`src/rtl/result_serializer.sv`:
```
// rtl/result_serializer.sv - double-banked capture of per-core results, streamed one word per beat
module result_serializer #(
  parameter  int CORENUM = 16,
  parameter  int DW      = 32,
  localparam int IW      = $clog2(CORENUM)
) (
  input  logic                  clk,
  input  logic                  rst,
  input  logic [CORENUM-1:0]    core_done,
  input  logic [CORENUM*DW-1:0] core_data,
  input  logic                  dst_ready,
  output logic                  dst_valid,
  output logic [DW-1:0]         dst_data,
  output logic                  dst_last,
  output logic                  busy,
  output logic                  ovf,
  output logic [15:0]           batch_cnt
);

  localparam logic [IW-1:0] LAST_IDX = IW'(CORENUM - 1);

  typedef enum logic {IDLE, SEND} state_t;

  state_t              state, state_nxt;
  logic [IW-1:0]       idx, idx_nxt;
  logic [DW-1:0]       cap_data [CORENUM];
  logic [CORENUM-1:0]  cap_mask;
  logic [DW-1:0]       shadow   [CORENUM];

  logic full;
  logic hs;
  logic last_hs;
  logic shadow_free;
  logic xfer;
  logic ovf_hit;

  // Handshake, bank-transfer and overflow decode from registered state and inputs
  always_comb begin
    full        = &cap_mask;
    hs          = dst_valid && dst_ready;
    last_hs     = hs && (idx == LAST_IDX);
    shadow_free = (state == IDLE) || last_hs;
    xfer        = full && shadow_free;
    ovf_hit     = (|(core_done & cap_mask)) && !xfer;
  end

  // Next-state and beat index; a transfer on the last beat restarts at word 0 with no gap
  always_comb begin
    state_nxt = state;
    idx_nxt   = idx;
    case (state)
      IDLE: begin
        if (xfer) begin
          state_nxt = SEND;
          idx_nxt   = '0;
        end
      end
      SEND: begin
        if (hs) begin
          if (idx == LAST_IDX) begin
            idx_nxt   = '0;
            state_nxt = xfer ? SEND : IDLE;
          end else begin
            idx_nxt = idx + 1'b1;
          end
        end
      end
      default: begin
        state_nxt = IDLE;
        idx_nxt   = '0;
      end
    endcase
  end

  // State register
  always_ff @(posedge clk) begin
    if (rst) begin
      state <= IDLE;
      idx   <= '0;
    end else begin
      state <= state_nxt;
      idx   <= idx_nxt;
    end
  end

  // Capture bank: first word per core wins; a new word in a transfer cycle starts the next batch
  always_ff @(posedge clk) begin
    if (rst) begin
      cap_mask <= '0;
      for (int i = 0; i < CORENUM; i++) cap_data[i] <= '0;
    end else begin
      for (int i = 0; i < CORENUM; i++) begin
        if (core_done[i] && (xfer || !cap_mask[i])) begin
          cap_data[i] <= core_data[i*DW +: DW];
          cap_mask[i] <= 1'b1;
        end else if (xfer) begin
          cap_mask[i] <= 1'b0;
        end
      end
    end
  end

  // Shadow bank takes the pre-edge capture contents on transfer
  always_ff @(posedge clk) begin
    if (rst) begin
      for (int i = 0; i < CORENUM; i++) shadow[i] <= '0;
    end else if (xfer) begin
      for (int i = 0; i < CORENUM; i++) shadow[i] <= cap_data[i];
    end
  end

  // Sticky overflow and completed-batch counter
  always_ff @(posedge clk) begin
    if (rst) begin
      ovf       <= 1'b0;
      batch_cnt <= '0;
    end else begin
      if (ovf_hit) ovf <= 1'b1;
      if (last_hs) batch_cnt <= batch_cnt + 16'd1;
    end
  end

  assign dst_valid = (state == SEND);
  assign dst_data  = shadow[idx];
  assign dst_last  = dst_valid && (idx == LAST_IDX);
  assign busy      = (state == SEND) || (|cap_mask);

endmodule

```
`config.mk`:
```
export PLATFORM = sky130hd
export DESIGN_NAME = result_serializer
export DESIGN_NICKNAME = d
export VERILOG_FILES = /design/src/rtl/result_serializer.sv
export SDC_FILE = /design/constraint.sdc
export NUM_CORES = 1
export LEC_CHECK = 0
export ABC_AREA = 1
export CORE_MARGIN = 4
export CORE_UTILIZATION = 50
export DETAILED_ROUTE_END_ITERATION = 16
export GPL_TIMING_DRIVEN = 0
export PLACE_DENSITY_LB_ADDON = 0.05
export SYNTH_ARGS = -nofsm -noshare
export SYNTH_HDL_FRONTEND = slang
export SYNTH_SLANG_ARGS = --single-unit
```
`constraint.sdc`:
```
create_clock -name clk -period 40 [get_ports clk]
set_clock_uncertainty 0.2 [all_clocks]
set_input_delay 10 -clock clk [delete_from_list [all_inputs] [get_ports clk]]
set_output_delay 10 -clock clk [all_outputs]
set_load 0.02 [all_outputs]
```
==> impl_metrics.tcl <==
set metrics [dict create \
    area_growth_pct 24.3 \
    min_path_type "reg -> reg" \
    dr.pass1.iters 6 \
    cts_max_level 3 \
    grt_pass1_vias 32511 \
    port_buffers 581 \
    drive_gt1_share_pct 6.15 \
    cp-start-kind "register" \
    die-width_um 312 \
    cp.required_ps 29800 \
    grt_pass1_wl_um 221000 \
    async_flop_share_pct 0 \
    crit_path_cell_trace "buf_2 -> buf_2 -> clkbuf_1 -> o21ai_0 -> nand3_1 -> nand3_1 -> nand2_1 -> clkdlybuf4s50_1" \
    max_clock_freq_ghz 0.0690 \
    slowest_stage "clkbuf_1" \
    ys.flop_type "edfxtp_1" \
    drcViolationCount 0 \
    seq_area_frac_synth_pct 68.3 \
    grt_max_degree 71 \
    cp-end-kind "primary output" \
    grt_usage_pct 32.3 \
    overflow 0 \
    die_area_um2 97500 \
    wl_um 161000 \
    finalHoldViolations 0 \
    utilization_pct 62.7 \
    synth_warnings 0 \
    placed_area_um2 54100 \
    status "finished, final reports clean" \
    setup.worst_path.class "reg -> out" \
    cts_resized 0 \
    antenna_found_initial 10 \
    worstPathMaxFanout 10 \
    cts_root_buf "clkbuf_16" \
    dpl.cell_count 6420 \
    drt-wirelength-per-cell_um 24.2 \
    r2r_start "idx[0]" \
    fill_cells 7789 \
    syn_avg_cell_area_um2 10.1 \
    worst_slew_pin_slew_ps 1250 \
    netlist_area_um2 46300 \
    hpwl_um 124000 \
    start_util_pct 50.4 \
    drtIter0Drc 4325 \
    vdd_drop_max_mv 0.0327 \
    cap_viol_max_count 0 \
    critPathArrivalTime_ps 4290 \
    synth-seq-cells 1066 \
    place.gp.congestion 1.01 \
    ant_nets 0 \
    rsz0062_at_grt "false" \
    hold_ws_ps 299 \
    clkTransAtPathRegs_ps 60 \
    clock_path_buffers 3 \
    fin_crit_ps 14490 \
    fin_area_um2 57500 \
    cts_tree "yes" \
    fin_cells 6626 \
    setup_viol_count_final 0 \
    critical-path-top-delay-family "buffers and inverters" \
    core_area_um2 91800 \
    cts.hold.buffers_added 0 \
    clock-sinks 1066 \
    vias 33853 \
    row_count 111 \
    period_share_pct 36.2 \
    num_io_pins 583 \
    die_h_um 312 \
    tns_ps 0 \
    netlist_instances 4579 \
    cts-buffers-inserted 108 \
    fin_nets 5821 \
    routed_via_density 5.11 \
    p_per_area_nw_per_um2 43.5 \
    postCtsSetupRepairBufs 0 \
    critPathBufInv 4 \
    worstSkewPairLatency_ps 690 \
    synth_edf_count 1024 \
    drv_slew 0 \
    ys_types 29 \
    hold_path_startpoint "ovf" \
    slew_headroom_pct 16.5 \
    max_stage_delay_ps 890 \
    synth_fp_nets 5112 \
    p_leak_uw 0.0245 \
]
cells in the final DEF, fill, tap and decap left out, types with 5 or more instances in the layout:
cell type and count:
nand3_1 214, o21ai_0 135, diode_2 5, nor3_1 5
nand4_1 7, bufinv_16 8, buf_16 9, nand2_2 15
buf_2 96, inv_1 1305, clkinv_2 22, nor2_1 1025
clkdlybuf4s50_1 581, a21oi_1 157, o211ai_1 128, buf_6 7
dfxtp_1 42, buf_12 7, clkbuf_1 121, buf_1 20
edfxtp_1 1024, clkinv_1 23, nand2_1 249, nor2_2 31
clkbuf_16 110
tightest hold or removal path, cell delays in order, from the launching register on:
cell,delay [ps]
dfxtp_1,340
a21oi_1,50
nor2_1,70
kinds of logic after synthesis:
logic type | count (synthesis) | synth area share [%]
compound gates | 421 | 5.25
xor+xnor | 4 | 0.0757
fa+ha+maj | 2 | 0.0541
buf+inv | 1528 | 12.8
flops | 1066 | 68.3
simple gates | 1558 | 13.6
per-stage QoR:
step	setup WS (ps)	total power, uW
after floorplan	17090	1430
after global placement	10790	1540
after detailed placement	26030	1530
after CTS	25620	2510
after global routing	25540	2570
final	25510	2500
final timing paths:
kind / end / slack (ps) / cells past startpoint
setup reg to reg: shadow[3][12] / 35840 / 12
setup / recovery: dst_data[4] / 25510 / 8
hold / removal: ovf / 300 / 2
hold reg to reg: ovf / 300 / 2
routing by layer:
layer,up-vias,share of wire (%),wire (um),track usage (%)
met5,-,0.034,55,0
met4,8,5.0,8060,14.2
met3,279,9.3,14900,6.45
met2,1602,46,73900,51.4
met1,16330,40,63700,43.4
li1,15634,-,-,-
cell usage after synthesis, types with 3 or more instances:
master / n / area [um^2]
a21oi_1: 157 / 786
buf_1: 20 / 75.1
buf_2: 96 / 480
buf_6: 7 / 78.8
clkbuf_1: 98 / 368
dfxtp_1: 42 / 841
edfxtp_1: 1024 / 30700
inv_1: 1305 / 4900
nand2_1: 263 / 987
nand2_4: 3 / 33.8
nand3_1: 214 / 1070
nand4_1: 7 / 43.8
nor2_1: 1025 / 3850
nor2_2: 31 / 194
nor3_1: 5 / 25.0
o211ai_1: 128 / 961
o21ai_0: 135 / 676
xor2_1: 3 / 26.3
sequential cells by signal, summed over array words and instances, names as in the netlist, named ones only:
signal,cells
batch_cnt,16
ovf,1
cap_mask,16
idx,4
cap_data,512
shadow,512
dst_valid,1
where the power goes:
group,switching (uW),internal [uW]
Sequential,20.9,1300
Clock,434,559
Combinational,111,76.8
Total,566,1940
cell type report:
type	instances	area, um^2	share of cell area (%)
diodes	5	12.5	0.0217
plain buffers	221	1000	1.74
clock buffers	135	2870	4.98
clock inverters	65	551	0.957
inverters	1307	4910	8.53
multi-input cells	1985	8820	15.3
flip-flops and latches	1066	31600	54.9
well taps	1243	1560	2.70
repair buffers	599	6230	10.8
(Power assumes the default switching activity.)
